File: src/rtl/item_money_unit.sv
// Credit and selection datapath for a vending controller: accepts coins, latches the
// chosen item, and settles or refunds when the main FSM issues commands.
module item_money_unit #(
  parameter logic [7:0] PRICE0 = 8'd15,
  parameter logic [7:0] PRICE1 = 8'd20,
  parameter logic [7:0] PRICE2 = 8'd25,
  parameter logic [7:0] PRICE3 = 8'd50
) (
  input  logic       in_clka,
  input  logic       in_restart,
  input  logic [1:0] in_cmd,
  input  logic [1:0] in_item,
  input  logic [1:0] in_coin,
  input  logic       in_coin_valid,
  output logic [7:0] out_credit,
  output logic [1:0] out_item,
  output logic       out_item_valid,
  output logic       out_dispense,
  output logic [7:0] out_change,
  output logic       out_change_valid,
  output logic       out_err,
  output logic       out_coin_reject
);

  typedef enum logic [1:0] {IDLE, COLLECT, SETTLE, REFUND} state_t;

  localparam logic [1:0] CMD_SITEM  = 2'b00;
  localparam logic [1:0] CMD_SMONEY = 2'b01;
  localparam logic [1:0] CMD_CLEAR  = 2'b10;
  localparam logic [1:0] CMD_START  = 2'b11;
  localparam logic [31:0] PRICES = {PRICE3, PRICE2, PRICE1, PRICE0};

  state_t     state_reg, state_next;
  logic [1:0] prev_cmd_reg;
  logic [7:0] credit_reg, credit_next;
  logic [1:0] item_reg, item_next;
  logic       item_valid_reg, item_valid_next;
  logic [7:0] change_reg, change_next;
  logic       dispense_reg, dispense_next;
  logic       change_valid_reg, change_valid_next;
  logic       err_reg, err_next;
  logic       coin_reject_reg, coin_reject_next;

  logic [7:0] price_tbl [4];
  logic [7:0] coin_value;
  logic [8:0] coin_sum;
  logic [7:0] price_sel;
  logic       cmd_entry;
  logic       clear_entry;

  generate
    for (genvar gi = 0; gi < 4; gi++) begin : g_price
      assign price_tbl[gi] = PRICES[gi*8 +: 8];
    end
  endgenerate

  always_comb begin
    coin_value = 8'd1;
    case (in_coin)
      2'b00:   coin_value = 8'd1;
      2'b01:   coin_value = 8'd5;
      2'b10:   coin_value = 8'd10;
      default: coin_value = 8'd25;
    endcase
  end

  assign coin_sum    = {1'b0, credit_reg} + {1'b0, coin_value};
  assign price_sel   = price_tbl[item_reg];
  assign cmd_entry   = (in_cmd != prev_cmd_reg);
  assign clear_entry = cmd_entry && (in_cmd == CMD_CLEAR);

  always_comb begin
    state_next        = state_reg;
    credit_next       = credit_reg;
    item_next         = item_reg;
    item_valid_next   = item_valid_reg;
    change_next       = change_reg;
    dispense_next     = 1'b0;
    change_valid_next = 1'b0;
    err_next          = 1'b0;
    coin_reject_next  = 1'b0;

    // Coins are only credited while collecting under START; a CLEAR entry
    // can never coincide with START, so it always rejects the coin.
    if (in_coin_valid) begin
      if (state_reg == COLLECT && in_cmd == CMD_START && !coin_sum[8])
        credit_next = coin_sum[7:0];
      else
        coin_reject_next = 1'b1;
    end

    if (clear_entry) begin
      state_next = REFUND;
    end else begin
      case (state_reg)
        IDLE, COLLECT: begin
          if (cmd_entry && in_cmd == CMD_SITEM) begin
            item_next       = in_item;
            item_valid_next = 1'b1;
          end
          if (state_reg == IDLE && cmd_entry && in_cmd == CMD_START)
            state_next = COLLECT;
          if (state_reg == COLLECT && cmd_entry && in_cmd == CMD_SMONEY)
            state_next = SETTLE;
        end
        SETTLE: begin
          state_next = IDLE;
          if (item_valid_reg && credit_reg >= price_sel) begin
            dispense_next     = 1'b1;
            change_next       = credit_reg - price_sel;
            change_valid_next = 1'b1;
            credit_next       = 8'd0;
            item_valid_next   = 1'b0;
          end else begin
            err_next = 1'b1;
          end
        end
        default: begin
          state_next      = IDLE;
          credit_next     = 8'd0;
          item_valid_next = 1'b0;
          if (credit_reg != 8'd0) begin
            change_next       = credit_reg;
            change_valid_next = 1'b1;
          end
        end
      endcase
    end
  end

  always_ff @(posedge in_clka) begin
    if (in_restart) begin
      state_reg        <= IDLE;
      prev_cmd_reg     <= CMD_CLEAR;
      credit_reg       <= 8'd0;
      item_reg         <= 2'd0;
      item_valid_reg   <= 1'b0;
      change_reg       <= 8'd0;
      dispense_reg     <= 1'b0;
      change_valid_reg <= 1'b0;
      err_reg          <= 1'b0;
      coin_reject_reg  <= 1'b0;
    end else begin
      state_reg        <= state_next;
      prev_cmd_reg     <= in_cmd;
      credit_reg       <= credit_next;
      item_reg         <= item_next;
      item_valid_reg   <= item_valid_next;
      change_reg       <= change_next;
      dispense_reg     <= dispense_next;
      change_valid_reg <= change_valid_next;
      err_reg          <= err_next;
      coin_reject_reg  <= coin_reject_next;
    end
  end

  assign out_credit       = credit_reg;
  assign out_item         = item_reg;
  assign out_item_valid   = item_valid_reg;
  assign out_dispense     = dispense_reg;
  assign out_change       = change_reg;
  assign out_change_valid = change_valid_reg;
  assign out_err          = err_reg;
  assign out_coin_reject  = coin_reject_reg;

endmodule

File: config.mk
export PLATFORM = sky130hd
export DESIGN_NAME = item_money_unit
export DESIGN_NICKNAME = d
export VERILOG_FILES = /design/src/rtl/item_money_unit.sv
export SDC_FILE = /design/constraint.sdc
export NUM_CORES = 1
export LEC_CHECK = 0
export CAP_MARGIN = 20
export CORE_UTILIZATION = 45
export DETAILED_ROUTE_END_ITERATION = 7
export DONT_BUFFER_PORTS = 1
export PLACE_DENSITY = 0.7
export SYNTH_ARGS = -nofsm -noshare
export SYNTH_HDL_FRONTEND = slang
export SYNTH_SLANG_ARGS = --single-unit
File: constraint.sdc
create_clock -name in_clka -period 3.1 [get_ports in_clka]
set_input_delay 0.31 -clock in_clka [delete_from_list [all_inputs] [get_ports in_clka]]
set_output_delay 0.31 -clock in_clka [all_outputs]
set_load 0.01 [all_outputs]
==> results of run 1 <==
[stage by stage]
step / hold WS [ns] / power [mW]
5_1_grt: 0.07844 / 0.6653
3_5_place_dp: 0.3850 / 0.4408
4_1_cts: 0.08770 / 0.6380
2_1_floorplan: 0.3816 / 0.4301
6_report: 0.08984 / 0.6351
3_3_place_gp: 0.3830 / 0.4390
[synthesized netlist by cell type, drive strengths merged, types with 2 or more instances]
| master | instances |
|---|---|
| mux2i | 3 |
| nor4b | 2 |
| nor2b | 4 |
| nand2b | 4 |
| nand4 | 2 |
| nor4 | 2 |
| nand2 | 20 |
| and3 | 4 |
| inv | 9 |
| o31a | 2 |
| buf | 3 |
| a31oi | 2 |
| clkbuf | 4 |
| o2111ai | 2 |
| o31ai | 3 |
| xnor2 | 5 |
| or3 | 3 |
| fa | 2 |
| o211ai | 4 |
| nor3 | 8 |
| o21a | 2 |
| a311oi | 3 |
| nand3 | 4 |
| a21boi | 2 |
| a21oi | 15 |
| a211oi | 7 |
| o21ai | 12 |
| ha | 13 |
| a21o | 3 |
| dfxtp | 27 |
| nor2 | 18 |
[worst max-delay path: stages, from the launching register on]
cell and delay, ns:
dfxtp_1 0.46, inv_1 0.11, ha_1 0.35, fa_1 0.46
a211oi_1 0.28, o31ai_2 0.14, nor4b_1 0.33, o21ai_2 0.20
a211oi_1 0.23
[power by group through the flow]
stage / logic [mW] / clock network, mW / registers (mW)
floorplan: 0.0610 / 0 / 0.369
global placement: 0.0658 / 0 / 0.373
detailed placement: 0.0673 / 0 / 0.374
CTS: 0.0677 / 0.205 / 0.365
global route: 0.0769 / 0.222 / 0.367
finish: 0.0680 / 0.202 / 0.365
[cell type report]
type                       instances  area (um^2)
tap                               48        60.06
fill                             363         1866
sequential                        27        540.5
inverter                           9        33.78
timing repair buffer               1        7.507
clock buffer                       3        41.29
multi-input combinational        165         1135
clock inverter                     1        5.005
[worst max-delay path by stage]
stage / startpoint / end / slack (ns) / depth (start not counted)
2_1_floorplan: out_item[0] / out_credit[2] / 0.72 / 8
3_3_place_gp: out_item[0] / out_credit[2] / 0.61 / 8
3_5_place_dp: out_item[0] / out_credit[2] / 0.46 / 8
4_1_cts: out_item[0] / out_credit[2] / 0.44 / 8
5_1_grt: out_item[0] / out_credit[2] / 0.27 / 8
6_report: out_item[0] / out_credit[2] / 0.44 / 8
[cells by family after synthesis]
group                      Yosys count  synth area share, %
buffers and inverters               16                4.151
DFF                                 27                30.92
adders and majority gates           15                11.60
and+or+nand+nor                     78                23.55
xor gates and xnor gates             5                2.505
muxes                                3                1.718
AOI/OAI and AO/OA                   64                25.56
[layer usage]
layer  share of wire [%]  up-vias
met2                  44       51
met1                  48      714
met4                 2.3        0
met5                   0        -
li1                    -      765
met3                 5.8        8
==> flow_summary.json, run 1 <==
{
  "worstHoldStart": "in_restart",
  "wl_mm": 4.074,
  "portBuffers": 0,
  "busiest_layer": "met2",
  "nets": 231,
  "h-tree-depth": 1,
  "clkLatencyLatePin_ns": 0.27,
  "r2r_slack_ns": 0.44,
  "clockPowerShare_pct": 31.8,
  "worst-r2r-cell-count": 8,
  "drtIter0Drc": 106,
  "p_seq_share_pct": 57.5,
  "synth_cells": 208,
  "fin_area_um2": 1823,
  "ys_warn_count": 0,
  "power.internal_mw": 0.4734,
  "antenna_found_initial": 0,
  "drive_gt1_share_pct": 8.252,
  "cts_sinks": 27,
  "synth.avg_cell_area_um2": 8.403,
  "setup_viol_count_final": 0,
  "final_cell_mix": "dfxtp_1 (27), nand2_1 (20), nor2_1 (18)",
  "swShare_pct": 25.46,
  "post-route-min-period_ns": 2.658,
  "synth_top_area_share_pct": 30.92,
  "die_h_um": 64.33,
  "top_level_ports": 32,
  "die_area_um2": 4138,
  "status": "finished clean",
  "rsz0062_at_grt": "false",
  "vias": 1538,
  "power.density_nw_per_um2": 348.4,
  "max_freq_mhz": 376.2,
  "netlist_area_um2": 1748,
  "dp_slack_ns": 0.4582,
  "met1_usage_pct": 27.64,
  "worst_pin_slew_ns": 0.8414,
  "dpl-instance-area_um2": 1777,
  "fin_ws_ns": 0.4417,
  "reg2reg_from": "out_item[0]",
  "slew_headroom_pct": 43.39,
  "async_flop_share_pct": 0,
  "setup_tns_ns": 0,
  "first_global_vias": 1413,
  "rows": 22,
  "cts_buffer_depth": 2,
  "crit_path_end_kind": "register",
  "critPathMaxFanout": 9,
  "ctsHoldBuffers": 0,
  "path_class": "register to register",
  "gp_congestion": 0.8509,
  "cp.arrival_ns": 2.84,
  "grt_start_max_net_pins": 16,
  "synth.area.top_cells": "dfxtp_1 (31%), ha_1 (9.3%), nand2_1 (4.3%)",
  "p_leak_nw": 0.7109,
  "final_core_util_pct": 49.42,
  "ant_nets": 0,
  "finClkSkew_ns": 0.004744,
  "drc": 0,
  "met3_usage_pct": 5.179,
  "synth-main-ff-cell": "dfxtp_1",
  "ir_drop_mv": 0.1457,
  "track_usage_pct": 20.85,
  "instances_no_fill": 254,
  "synth.distinct_cells": 53,
  "yosysTopAreaCell": "dfxtp_1",
  "holdPathEnd": "state_reg[1]",
  "p_sw_mw": 0.1617,
  "final_common_cell": "dfxtp_1",
  "path_clk_slew_ns": 0.09,
  "wire_per_inst_um": 16.04,
  "r2r_end": "out_credit[2]",
  "grt_pass1_wl_mm": 6.762,
  "hold_path_class": "input port to register",
  "use_met2_pct": 31.97,
  "postCtsSetupBuffers": 0,
  "synth-seq-area-share_pct": 30.92,
  "dp_hpwl_mm": 3.066,
  "dp.cells": 250,
  "dr.pass1.iters": 4,
  "drv_slew": 0,
  "pwr-share-comb_pct": 10.7,
  "area_growth_pct": 4.295,
  "maxCapViolations": 0,
  "synth_edf_count": 0,
  "synth_seq_cells": 27,
  "diodes": 0,
  "finalHoldViolCount": 0,
  "core_area_um2": 3689,
  "start_util_pct": 47.39,
  "die_x_um": 64.33,
  "syn-num-nets": 232,
  "whs_path_depth": 1,
  "required_ns": 3.28,
  "vias_per_cell": 6.055,
  "crit_path_start_kind": "register",
  "cts_tree": "built",
  "cts_resized": 0,
  "numCtsBuffers": 3,
  "period_share_pct": 85.75,
  "cts-root-buf": "clkbuf_8",
  "grt_overflow": 0
}
Power figures use the tool's default switching activity.
==> run 2, diff against run 1 <==
PLACE_DENSITY = default   (was 0.7)
PLACE_DENSITY_LB_ADDON = 0.2   (was default)
==> flow_summary.json, run 2 (synthesis results as in run 1) <==
{
  "crit_path_start_kind": "register",
  "start_util_pct": 47.39,
  "die_x_um": 64.33,
  "r2r_slack_ns": 0.45,
  "required_ns": 3.28,
  "antenna_found_initial": 0,
  "slew_headroom_pct": 47.19,
  "power.density_nw_per_um2": 344.2,
  "dr.pass1.iters": 4,
  "worst_pin_slew_ns": 0.7849,
  "startpoint": "out_item[0]",
  "path_class": "register to register",
  "total_power_mw": 0.6244,
  "max_freq_mhz": 376.8,
  "clkLatencyLatePin_ns": 0.27,
  "core_area_um2": 3689,
  "period_share_pct": 85.62,
  "gp_congestion": 0.8773,
  "top_level_ports": 32,
  "track_usage_pct": 21.14,
  "path_clk_slew_ns": 0.08,
  "cts-root-buf": "clkbuf_8",
  "drive_gt1_share_pct": 7.317,
  "ctsHoldBuffers": 0,
  "final_cell_mix": "dfxtp_1 (27), nand2_1 (20), nor2_1 (18)",
  "grt_start_max_net_pins": 16,
  "nets": 230,
  "crit_path_end_kind": "register",
  "p_leak_nw": 0.7027,
  "cts_buffer_depth": 2,
  "first_global_vias": 1438,
  "setup_viol_count_final": 0,
  "portBuffers": 0,
  "postCtsSetupBuffers": 0,
  "ant_nets": 0,
  "finalHoldViolCount": 0,
  "cts_sinks": 27,
  "wl_mm": 3.985,
  "status": "finished clean",
  "vias_per_cell": 5.925,
  "setup_tns_ns": 0,
  "area_growth_pct": 3.794,
  "die_h_um": 64.33,
  "diodes": 0,
  "cp.arrival_ns": 2.84,
  "h-tree-depth": 1,
  "dp_hpwl_mm": 3.136,
  "fillers": 372,
  "worstHoldStart": "in_restart",
  "whs_path_depth": 1,
  "vias": 1499,
  "critPathMaxFanout": 9,
  "reg2reg_from": "out_item[0]",
  "ir_drop_mv": 0.1441,
  "post-route-min-period_ns": 2.654,
  "worst-r2r-cell-count": 8,
  "maxCapViolations": 0,
  "grt_overflow": 0,
  "wire_per_inst_um": 15.75,
  "hold_path_class": "input port to register",
  "cts_resized": 0,
  "drtIter0Drc": 125,
  "rsz0062_at_grt": "false",
  "drv_slew": 0,
  "final_common_cell": "dfxtp_1",
  "grt_pass1_wl_mm": 6.768,
  "numCtsBuffers": 3,
  "cts_tree": "built",
  "rows": 22,
  "finClkSkew_ns": 0.002256,
  "die_area_um2": 4138,
  "drc": 0
}
-- run 2: layer usage --
| layer | GRT usage (%) | part of all wire (%) |
|---|---|---|
| met1 | 27.51 | 45 |
| met2 | 33.82 | 46 |
| met3 | 4.643 | 7.1 |
| met4 | 8.056 | 1.1 |
| met5 | 0 | 0 |
-- run 2: power breakdown --
| group | internal (mW) | leakage (nW) | switching [mW] |
|---|---|---|---|
| clock network | 0.0919 | 0.0228 | 0.0994 |
| registers | 0.354 | 0.219 | 0.0121 |
| logic | 0.0293 | 0.461 | 0.0382 |
-- run 2: critical path, cell delays in order (launching register included) --
cell and delay, ns:
dfxtp_1 0.45, inv_1 0.10, ha_1 0.35, fa_1 0.46, a211oi_1 0.28, o31ai_2 0.15
nor4b_1 0.35, o21ai_2 0.21, a211oi_1 0.21
-- run 2: final timing paths --
path / to
setup reg to reg: out_credit[2]
hold / removal: prev_cmd_reg[0]
hold reg to reg: out_change[2]
setup / recovery: out_credit[2]
-- run 2: final cells by class --
cell class | count | area, um^2 | area share [%]
clock buffers | 4 | 45.04 | 2.483
multi-input cells | 165 | 1135 | 62.55
inverters | 9 | 33.78 | 1.862
well taps | 48 | 60.06 | 3.310
flip-flops and latches | 27 | 540.5 | 29.79
-- run 2: metrics by stage --
step                      setup slack [ns]  instance area, um^2  util, %  std cells  hold slack, ns
after floorplan                     0.7243                 1748        -        208          0.3816
after global placement              0.5701                 1769    47.96        249          0.3826
after detailed placement            0.4637                 1769    47.96        249          0.3861
after CTS                           0.4310                 1814    49.19        253         0.09898
after global routing                0.3040                 1814    49.19        253         0.08923
final                               0.4458                 1814    49.19        253          0.1027
